===== src/rtl/ciphertext_pkg.sv =====
// ciphertext_pkg
//   Shared constants and helpers for the ciphertext rescale slice.
//   clog2_const  : constant-foldable ceil(log2(value)), used for shift and
//                  counter widths.
//   Q_LOG2, PROD_WIDTH, IDX_WIDTH, COEF_COUNT : values for the default
//                  configuration (q=1024, t width 6, coeff width 21, D=3).
//                  Modules re-derive their own copies from their parameters.
package ciphertext_pkg;

  function automatic int unsigned clog2_const(input int unsigned value);
    int unsigned result;
    longint unsigned span;
    result = 0;
    span   = 1;
    while (span < longint'(value)) begin
      span   = span << 1;
      result = result + 1;
    end
    return result;
  endfunction

  localparam int unsigned Q_LOG2     = clog2_const(1024);
  localparam int unsigned PROD_WIDTH = 21 + 6 + 1;
  localparam int unsigned IDX_WIDTH  = 3 + 1;
  localparam int unsigned COEF_COUNT = 2 * 3 + 1;

endpackage


===== src/rtl/rescale_fifo.sv =====
// rescale_fifo
//   First-word fall-through FIFO holding rescaled coefficients.
//   Push and pop in the same cycle are accepted at any occupancy; a pop
//   on an empty FIFO is ignored, a push on a full FIFO only lands when a
//   pop frees the slot in the same cycle.
// Ports
//   clk, rst   : clock, synchronous active-high reset
//   push       : write push_data this cycle
//   pop        : retire the head entry this cycle
//   push_data  : entry to write
//   pop_data   : head entry (valid while !empty)
//   count      : current occupancy, 0..DEPTH
//   full/empty : occupancy flags
module rescale_fifo
  import ciphertext_pkg::*;
#(
  parameter int unsigned WIDTH = 26,
  parameter int unsigned DEPTH = 4,
  localparam int unsigned CNT_W = clog2_const(DEPTH + 1),
  localparam int unsigned PTR_W = clog2_const(DEPTH)
) (
  input  logic             clk,
  input  logic             rst,
  input  logic             push,
  input  logic             pop,
  input  logic [WIDTH-1:0] push_data,
  output logic [WIDTH-1:0] pop_data,
  output logic [CNT_W-1:0] count,
  output logic             full,
  output logic             empty
);

  logic [WIDTH-1:0] mem [DEPTH];
  logic [PTR_W-1:0] wr_ptr;
  logic [PTR_W-1:0] rd_ptr;
  logic [PTR_W-1:0] wr_next;
  logic [PTR_W-1:0] rd_next;
  logic             push_en;
  logic             pop_en;

  always_comb begin
    empty   = (count == '0);
    full    = (count == CNT_W'(DEPTH));
    pop_en  = pop && !empty;
    push_en = push && (!full || pop_en);
    // Explicit wrap keeps non-power-of-two depths correct.
    wr_next = (wr_ptr == PTR_W'(DEPTH - 1)) ? '0 : wr_ptr + 1'b1;
    rd_next = (rd_ptr == PTR_W'(DEPTH - 1)) ? '0 : rd_ptr + 1'b1;
    pop_data = mem[rd_ptr];
  end

  always_ff @(posedge clk) begin
    if (push_en) begin
      mem[wr_ptr] <= push_data;
    end
  end

  always_ff @(posedge clk) begin
    if (rst) begin
      wr_ptr <= '0;
      rd_ptr <= '0;
      count  <= '0;
    end else begin
      if (push_en) begin
        wr_ptr <= wr_next;
      end
      if (pop_en) begin
        rd_ptr <= rd_next;
      end
      case ({push_en, pop_en})
        2'b10:   count <= count + 1'b1;
        2'b01:   count <= count - 1'b1;
        default: count <= count;
      endcase
    end
  end

endmodule


===== src/rtl/ciphertext_rescale.sv =====
// ciphertext_rescale
//   Rescales product coefficients from homomorphic_multiply: each signed
//   coefficient is multiplied by t, divided by q (q a power of two) and
//   reduced into [0, q). Two registered stages feed a credit-limited FWFT
//   FIFO so downstream backpressure never stalls the pipeline.
//   Build option CIPHERTEXT_RESCALE_ROUND_EN: when defined, q/2 is added
//   before the shift (round-half-up); otherwise the shift floors.
// Ports
//   clk, rst   : clock, synchronous active-high reset
//   in_valid   : in_entry holds a coefficient
//   in_entry   : signed product coefficient
//   in_ready   : a coefficient is accepted this cycle if in_valid
//   out_valid  : out_entry/out_index/out_last hold the FIFO head
//   out_entry  : rescaled coefficient in [0, q)
//   out_index  : coefficient index 0..2*DIMENSION
//   out_last   : head is the final coefficient of a product
//   out_ready  : downstream takes the head this cycle
module ciphertext_rescale
  import ciphertext_pkg::*;
#(
  parameter int unsigned PLAINTEXT_MODULUS  = 64,
  parameter int unsigned PLAINTEXT_WIDTH    = 6,
  parameter int unsigned CIPHERTEXT_MODULUS = 1024,
  parameter int unsigned CIPHERTEXT_WIDTH   = 21,
  parameter int unsigned DIMENSION          = 3,
  parameter int unsigned BIG_N              = 30,
  parameter int unsigned FIFO_DEPTH         = 4
) (
  input  logic                               clk,
  input  logic                               rst,
  input  logic                               in_valid,
  input  logic signed [CIPHERTEXT_WIDTH-1:0] in_entry,
  output logic                               in_ready,
  output logic                               out_valid,
  output logic        [CIPHERTEXT_WIDTH-1:0] out_entry,
  output logic        [DIMENSION:0]          out_index,
  output logic                               out_last,
  input  logic                               out_ready
);

  localparam int unsigned CW       = CIPHERTEXT_WIDTH;
  localparam int unsigned QSH      = clog2_const(CIPHERTEXT_MODULUS);
  localparam int unsigned PW       = CIPHERTEXT_WIDTH + PLAINTEXT_WIDTH + 1;
  localparam int unsigned IW       = DIMENSION + 1;
  localparam int unsigned LAST_IDX = 2 * DIMENSION;
  localparam int unsigned DW       = CW + IW + 1;
  localparam int unsigned CNT_W    = clog2_const(FIFO_DEPTH + 1);

  localparam logic signed [PW-1:0] T_S        = PW'(PLAINTEXT_MODULUS);
  localparam logic        [CW-1:0] ENTRY_MASK = CW'(CIPHERTEXT_MODULUS - 1);
`ifdef CIPHERTEXT_RESCALE_ROUND_EN
  localparam logic signed [PW-1:0] ADDEND     = PW'(CIPHERTEXT_MODULUS / 2);
`else
  localparam logic signed [PW-1:0] ADDEND     = '0;
`endif

  if ((FIFO_DEPTH < 3) || (CIPHERTEXT_MODULUS != (32'd1 << QSH)) || (BIG_N == 0))
  begin : g_bad_config
    $error("ciphertext_rescale: FIFO_DEPTH must be >= 3, CIPHERTEXT_MODULUS a power of two, BIG_N non-zero");
  end

  logic                 accept;
  logic                 s1_valid;
  logic signed [PW-1:0] s1_prod;
  logic        [IW-1:0] s1_idx;
  logic        [IW-1:0] idx_cnt;
  logic                 s2_valid;
  logic        [CW-1:0] s2_entry;
  logic        [IW-1:0] s2_idx;
  logic                 s2_last;
  logic                 pop;
  logic       [DW-1:0]  head;
  logic    [CNT_W-1:0]  fifo_count;
  logic                 fifo_full;
  logic                 fifo_empty;

  // Credit counts FIFO entries plus entries still in the two stages, so
  // every accepted coefficient already owns a FIFO slot when it arrives.
  always_comb begin
    in_ready = !fifo_full &&
               ((32'(fifo_count) + 32'(s1_valid) + 32'(s2_valid)) < FIFO_DEPTH);
    accept   = in_valid && in_ready;
  end

  always_ff @(posedge clk) begin
    if (rst) begin
      s1_valid <= 1'b0;
      s1_prod  <= '0;
      s1_idx   <= '0;
      idx_cnt  <= '0;
    end else begin
      s1_valid <= accept;
      if (accept) begin
        s1_prod <= PW'(in_entry) * T_S;
        s1_idx  <= idx_cnt;
        idx_cnt <= (idx_cnt == IW'(LAST_IDX)) ? '0 : idx_cnt + 1'b1;
      end
    end
  end

  // Masking the low bits of the arithmetic shift already yields the
  // non-negative residue mod q, so no sign correction is needed.
  always_ff @(posedge clk) begin
    if (rst) begin
      s2_valid <= 1'b0;
      s2_entry <= '0;
      s2_idx   <= '0;
      s2_last  <= 1'b0;
    end else begin
      s2_valid <= s1_valid;
      s2_entry <= CW'((s1_prod + ADDEND) >>> QSH) & ENTRY_MASK;
      s2_idx   <= s1_idx;
      s2_last  <= (s1_idx == IW'(LAST_IDX));
    end
  end

  rescale_fifo #(
    .WIDTH (DW),
    .DEPTH (FIFO_DEPTH)
  ) u_fifo (
    .clk       (clk),
    .rst       (rst),
    .push      (s2_valid),
    .pop       (pop),
    .push_data ({s2_entry, s2_idx, s2_last}),
    .pop_data  (head),
    .count     (fifo_count),
    .full      (fifo_full),
    .empty     (fifo_empty)
  );

  always_comb begin
    out_valid = !fifo_empty;
    pop       = out_valid && out_ready;
    if (fifo_empty) begin
      {out_entry, out_index, out_last} = '0;
    end else begin
      {out_entry, out_index, out_last} = head;
    end
  end

endmodule


===== config.mk =====
export PLATFORM = sky130hd
export DESIGN_NAME = ciphertext_rescale
export DESIGN_NICKNAME = d
export VERILOG_FILES = /design/src/rtl/ciphertext_pkg.sv /design/src/rtl/rescale_fifo.sv /design/src/rtl/ciphertext_rescale.sv
export SDC_FILE = /design/constraint.sdc
export NUM_CORES = 1
export LEC_CHECK = 0
export CAP_MARGIN = 10
export CORE_ASPECT_RATIO = 1.2
export CORE_MARGIN = 10
export CORE_UTILIZATION = 45
export CTS_CLUSTER_DIAMETER = 60
export DETAILED_ROUTE_END_ITERATION = 8
export PLACE_DENSITY = 0.7
export SYNTH_ARGS = -nofsm -noshare
export SYNTH_HDL_FRONTEND = slang
export SYNTH_SLANG_ARGS = --single-unit

===== constraint.sdc =====
create_clock -name clk -period 2.7 [get_ports clk]
set_clock_uncertainty 0.15 [all_clocks]
set_input_delay 0.405 -clock clk [delete_from_list [all_inputs] [get_ports clk]]
set_output_delay 0.405 -clock clk [all_outputs]
set_load 0.05 [all_outputs]

==> reports/qor.txt, run 1 <==
Critical Path RT - 2.14 ns
Adder-Cell Fraction of Synth Area - 2.682%
# IOs - 53
via/cell ratio - 4.723
Sw Ratio - 34.05%
pin count of the biggest net entering global routing - 24
die height - 123.4 um
slew margin rel. - 60.86%
hold-fix buffers at CTS - 0
maximum clock rate - 397.4 MHz
worst vdd ir - 340.3 uV
Core ar. - 8657 um2
final hold vios - 0
pwr dens - 862.9 nW/um2
worst hold-check path type - register to register
Antenna Cells - 0
crit start category - register
hpwl dp - 4.238 mm
GRT overflow - 0
CP Capture Type - primary output
area grow syn2layout - 13.88%
worst-margin pin slew - 0.5870 ns
highest fanout seen on the critical path - 5
reg-to-reg slack, setup - 0.26 ns
CTS root buffer - clkbuf_8
Final nets - 355
slowest CP cell - clkdlybuf4s50_1
unrepaired setup endpoints after global routing - false
WS Path Type - register to primary output
Synth Register Bits - 104
wire per inst - 14.18 um
Post-CTS Resized - 0
Synth Area in Compound Gates - 4.492%
largest family of logic cells by synthesized area - simple AND/OR/NAND/NOR gates
total of max-cap violations - 0
Synth Cell Area - 4011 um2
Initial DRC Count - 68
Gate power share - 30.5%
final core utilization - 52.77%
Die X - 106.2 um
worst setup margin - 0.1836 ns
clock slew at reported path FFs - 0.09 ns
setup violators final - 0
Critical Path, Cell by Cell - or3_1, clkdlybuf4s50_1
internal power - 0.002599 W
clock network power share - 24.1%
clk_lat worst skew - 0.36 ns
CP arrival - 1.96 ns
most common cell after layout, fill and taps aside - edfxtp_1
vias in the first global route - 2212
CTS H-tree depth - 3
TritonCTS Sinks - 104
DRC violations left - 0
Simple-Gate Fraction of Synth Area - 11.14%
layout cells sized above 1 - 19.57%
CTS tree - yes
Crit path buffers/inverters - 1
Port Buffers - 30
worst slack at placement - -0.03025 ns
DRT Pass-1 Iters - 4
Final Max Slew Viols - 0
Die ar. - 13110 um2
most frequent cells in the layout - edfxtp_1, dfxtp_1, nand2_1
Num CTS Buffers - 9
row cnt - 37
# Post-CTS Setup Buffers - 0
register area share after synthesis - 66.87%
first-pass GRT wire length - 10.47 mm
Slowest Stage Delay on Critical Path - 0.75 ns
Period minus WS final - 2.516 ns
Post-Synth XOR/XNOR Area - 0.4367%
post-route ant nets - 0
initial antenna violation count - 0
drt total wl - 6.298 mm
P_sw - 0.001342 W
Clock Path Buffers - 2
CP top delay family - buffers and inverters
crit share post-route - 93.20%
starting density of the core - 46.34%
Vias - 2097
Synthesis Warnings - 0
Leak - 1.626 nW
Cell variety after synth - 31
Global Route Usage Sum - 10.11%
synthesized instance count - 284
status - finished clean
routability cong. - 0.7037
multiplexer share of the synthesized area - 8.921%
register share of total power - 45.4%
Post-Syn Area per Cell - 14.12 um2
==> cell type report <==
cell class | instances | area, um2
multi-input combinational | 156 | 1151
clock inverter | 7 | 78.83
inverter | 9 | 35.03
clock buffer | 9 | 123.9
timing repair buffer | 42 | 350.3
sequential | 104 | 2683
fill | 755 | 4089
tap | 117 | 146.4
==> kinds of logic (layout without fill, tap and decap cells) <==
kind of cell	count (synthesis)	in the layout
multiplexers	17	17
other	1	11
AND/OR/NAND/NOR	87	87
XOR/XNOR	2	2
flip-flops	104	104
AO/OA/AOI/OAI	31	31
buffers and inverters	34	67
adder cells (fa/ha/maj)	8	8
==> worst paths after layout <==
kind | start | end | cells after the start
worst max-delay path | u_fifo.count[0]$_SDFFE_PP0P_ | out_valid | 2
worst min-delay path | s1_prod[11]$_SDFFE_PP0P_ | s1_prod[11]$_SDFFE_PP0P_ | 2
worst max register to register | u_fifo.count[2]$_SDFFE_PP0P_ | u_fifo.count[2]$_SDFFE_PP0P_ | 9
worst min register to register | s1_prod[11]$_SDFFE_PP0P_ | s1_prod[11]$_SDFFE_PP0P_ | 2
==> synth_stat cells (all sizes together) <==
| cell type | n | share of area [%] |
|---|---|---|
| a21oi | 24 | 3.2 |
| a31oi | 1 | 0.16 |
| and2 | 20 | 3.1 |
| and3 | 2 | 0.31 |
| buf | 19 | 3.9 |
| clkbuf | 6 | 0.56 |
| clkinv | 1 | 0.12 |
| conb | 1 | 0.093 |
| dfxtp | 44 | 22 |
| edfxtp | 60 | 45 |
| fa | 1 | 0.50 |
| ha | 7 | 2.2 |
| inv | 8 | 0.75 |
| mux2i | 2 | 0.50 |
| mux4 | 15 | 8.4 |
| nand2 | 33 | 3.2 |
| nand3 | 3 | 0.37 |
| nand3b | 1 | 0.19 |
| nand4b | 1 | 0.22 |
| nor2 | 7 | 0.66 |
| nor2b | 15 | 2.3 |
| o21ai | 5 | 0.62 |
| o41a | 1 | 0.53 |
| or3 | 5 | 0.78 |
| xor2 | 2 | 0.44 |
==> metrics by stage <==
| stage | power, W | setup TNS [ns] | hold WS [ns] | std cells | area [um2] |
|---|---|---|---|---|---|
| final | 0.003942 | 0 | 0.3035 | 444 | 4568 |
| after global routing | 0.004142 | 0 | 0.3344 | 444 | 4568 |
| after CTS | 0.004004 | 0 | 0.3061 | 444 | 4568 |
| after detailed placement | 0.003059 | -0.03025 | 0.2934 | 428 | 4365 |
| after global placement | 0.003038 | 0 | 0.2884 | 428 | 4365 |
| after floorplan | 0.002765 | 0 | 0.2818 | 294 | 4049 |
==> per-layer routing <==
layer | global-route usage, % | vias to the layer above | wire length, um
met5 | 0 | - | 0
met4 | 5.847 | 0 | 142
met3 | 2.238 | 13 | 236
met2 | 17.57 | 43 | 3094
met1 | 11.27 | 987 | 2824
li1 | - | 1054 | -
==> sequential cells by signal, summed over array words and instances (netlist names), named ones only <==
name / cells
u_fifo.wr_ptr: 2
s1_prod: 10
u_fifo.mem: 60
s1_idx: 4
s2_idx: 4
s1_valid: 1
u_fifo.count: 3
s2_last: 1
s2_entry: 10
s2_valid: 1
idx_cnt: 4
u_fifo.rd_ptr: 2
==> power by group through the flow <==
stage | combinational [W] | sequential (W) | clock [W]
global placement | 0.00122 | 0.00182 | 0
detailed placement | 0.00123 | 0.00183 | 0
floorplan | 0.000953 | 0.00181 | 0
finish | 0.00120 | 0.00179 | 0.000950
global route | 0.00130 | 0.00180 | 0.00104
CTS | 0.00123 | 0.00179 | 0.000979
==> worst reg2reg max path, cell delays in order (launching register included) <==
cell and delay (ns):
dfxtp_1 0.40, inv_1 0.07, o41a_4 0.49, clkinv_2 0.06, ha_1 0.17, inv_1 0.06, fa_1 0.37, xor2_1 0.16
or3_1 0.31, a21oi_1 0.14
Power figures use the tool's default switching activity.
==> run 2: changes to the inputs <==
--- a/config.mk
+++ b/config.mk
@@ -11,7 +11,8 @@
 export CORE_UTILIZATION = 45
 export CTS_CLUSTER_DIAMETER = 60
 export DETAILED_ROUTE_END_ITERATION = 8
-export PLACE_DENSITY = 0.7
+export HOLD_SLACK_MARGIN = 0.08
+export PLACE_DENSITY_LB_ADDON = 0.3
 export SYNTH_ARGS = -nofsm -noshare
 export SYNTH_HDL_FRONTEND = slang
 export SYNTH_SLANG_ARGS = --single-unit
==> run 2 against run 1 <==
  * Fmax is 0.63% higher
  * Via count decreased by 2.1%
  * Non-clock buffer count did not move
  * Worst hold slack better by 0.00069 ns
  * Critical path depth unchanged
  * Sequential power is essentially flat
  * Critical path type unchanged
  * Largest cell class unchanged
  * Largest power group unchanged
==> reports/qor.txt, run 2 (synthesis gave the netlist of run 1 again) <==
global routing usage on met3 - 3.071%
vias in the first global route - 2110
post-route ant nets - 0
clock slew at reported path FFs - 0.09 ns
number of flip-flops in the largest register - 60
crit start category - register
via/cell ratio - 4.626
total of max-cap violations - 0
row cnt - 37
Num CTS Buffers - 9
reg-to-reg slack, setup - 0.28 ns
cell count after placement - 428
Die X - 106.2 um
worst vdd ir - 344.6 uV
CP top delay family - buffers and inverters
Post-CTS Resized - 0
highest fanout seen on the critical path - 5
Period minus WS final - 2.501 ns
initial antenna violation count - 0
Crit path buffers/inverters - 1
fin cells - 444
CP arrival - 1.95 ns
slowest CP cell - clkdlybuf4s50_1
Antenna Cells - 0
Leak - 1.639 nW
Core ar. - 8657 um2
routability cong. - 0.6797
clk_lat worst skew - 0.36 ns
starting density of the core - 46.34%
Die ar. - 13110 um2
pwr dens - 869.5 nW/um2
CTS H-tree depth - 3
# Post-CTS Setup Buffers - 0
grt met1 use - 11.35%
Critical Path, Cell by Cell - or3_1, clkdlybuf4s50_1
WS Path Type - register to primary output
TritonCTS Sinks - 104
setup violators final - 0
wire per inst - 14.42 um
worst setup margin - 0.1993 ns
CTS root buffer - clkbuf_8
Largest regs - u_fifo.mem x60, s1_prod x10, s2_entry x10
DRT Pass-1 Iters - 4
worst-margin pin slew - 0.5560 ns
maximum clock rate - 399.9 MHz
area grow syn2layout - 14.22%
hpwl dp - 4.447 mm
status - finished clean
Port Buffers - 30
Vias - 2054
hold-fix buffers at CTS - 0
CP Capture Type - primary output
# IOs - 53
layout cells sized above 1 - 18.96%
worst slack at placement - -0.02053 ns
slew margin rel. - 62.93%
unrepaired setup endpoints after global routing - false
Global Route Usage Sum - 10.27%
Critical Path RT - 2.14 ns
Slowest Stage Delay on Critical Path - 0.75 ns
final core utilization - 52.93%
final hold vios - 0
met2 global-route usage - 17.07%
CTS tree - yes
crit share post-route - 92.62%
Largest Register - u_fifo.mem
Initial DRC Count - 86
GRT Max-Usage Layer - met2
worst hold-check path type - register to register
first-pass GRT wire length - 10.33 mm
die height - 123.4 um
most frequent cells in the layout - edfxtp_1, dfxtp_1, nand2_1
DRC violations left - 0
Clock Path Buffers - 2
most common cell after layout, fill and taps aside - edfxtp_1
GRT overflow - 0
drt total wl - 6.401 mm
Final nets - 355
Final Max Slew Viols - 0
pin count of the biggest net entering global routing - 24
run 2: cell type report:
type / instances / area, um2
multi-input cells: 156 / 1151
flip-flops and latches: 104 / 2683
well taps: 117 / 146.4
clock buffers: 13 / 170.2
inverters: 9 / 35.03
fillers: 738 / 4075
repair buffers: 42 / 350.3
clock inverters: 3 / 46.29
run 2: report_power, final:
group          total [W]  internal (W)  switching (W)
clock            0.00100      0.000514       0.000488
sequential       0.00179       0.00174      0.0000554
combinational    0.00119      0.000426       0.000762
total            0.00398       0.00268        0.00131
run 2: final timing paths:
kind,from,endpoint,cells past startpoint
setup reg to reg,u_fifo.count[2]$_SDFFE_PP0P_,u_fifo.count[2]$_SDFFE_PP0P_,9
setup / recovery,u_fifo.count[0]$_SDFFE_PP0P_,out_valid,2
hold reg to reg,s1_prod[18]$_SDFFE_PP0P_,s1_prod[18]$_SDFFE_PP0P_,2
hold / removal,s1_prod[18]$_SDFFE_PP0P_,s1_prod[18]$_SDFFE_PP0P_,2
run 2: metrics by stage:
stage / TNS, ns / total power (W) / hold slack (ns) / cell area, um2
detailed placement: -0.02053 / 0.003051 / 0.2935 / 4365
floorplan: 0 / 0.002765 / 0.2818 / 4049
finish: 0 / 0.003984 / 0.3042 / 4582
global placement: 0 / 0.003035 / 0.2886 / 4365
CTS: 0 / 0.004043 / 0.3055 / 4582
global route: 0 / 0.004185 / 0.3266 / 4582
run 2: worst reg2reg max path, stage by stage (launching register included):
cell and delay (ns):
dfxtp_1 0.38, inv_1 0.07, o41a_4 0.49, clkinv_2 0.06, ha_1 0.17, inv_1 0.06
fa_1 0.37, xor2_1 0.16, or3_1 0.31, a21oi_1 0.13
run 2: layer usage:
layer | vias to the layer above | share of wire (%)
met4 | 0 | 2.2
met1 | 947 | 43
li1 | 1057 | -
met5 | - | 0
met3 | 10 | 4.6
met2 | 40 | 50
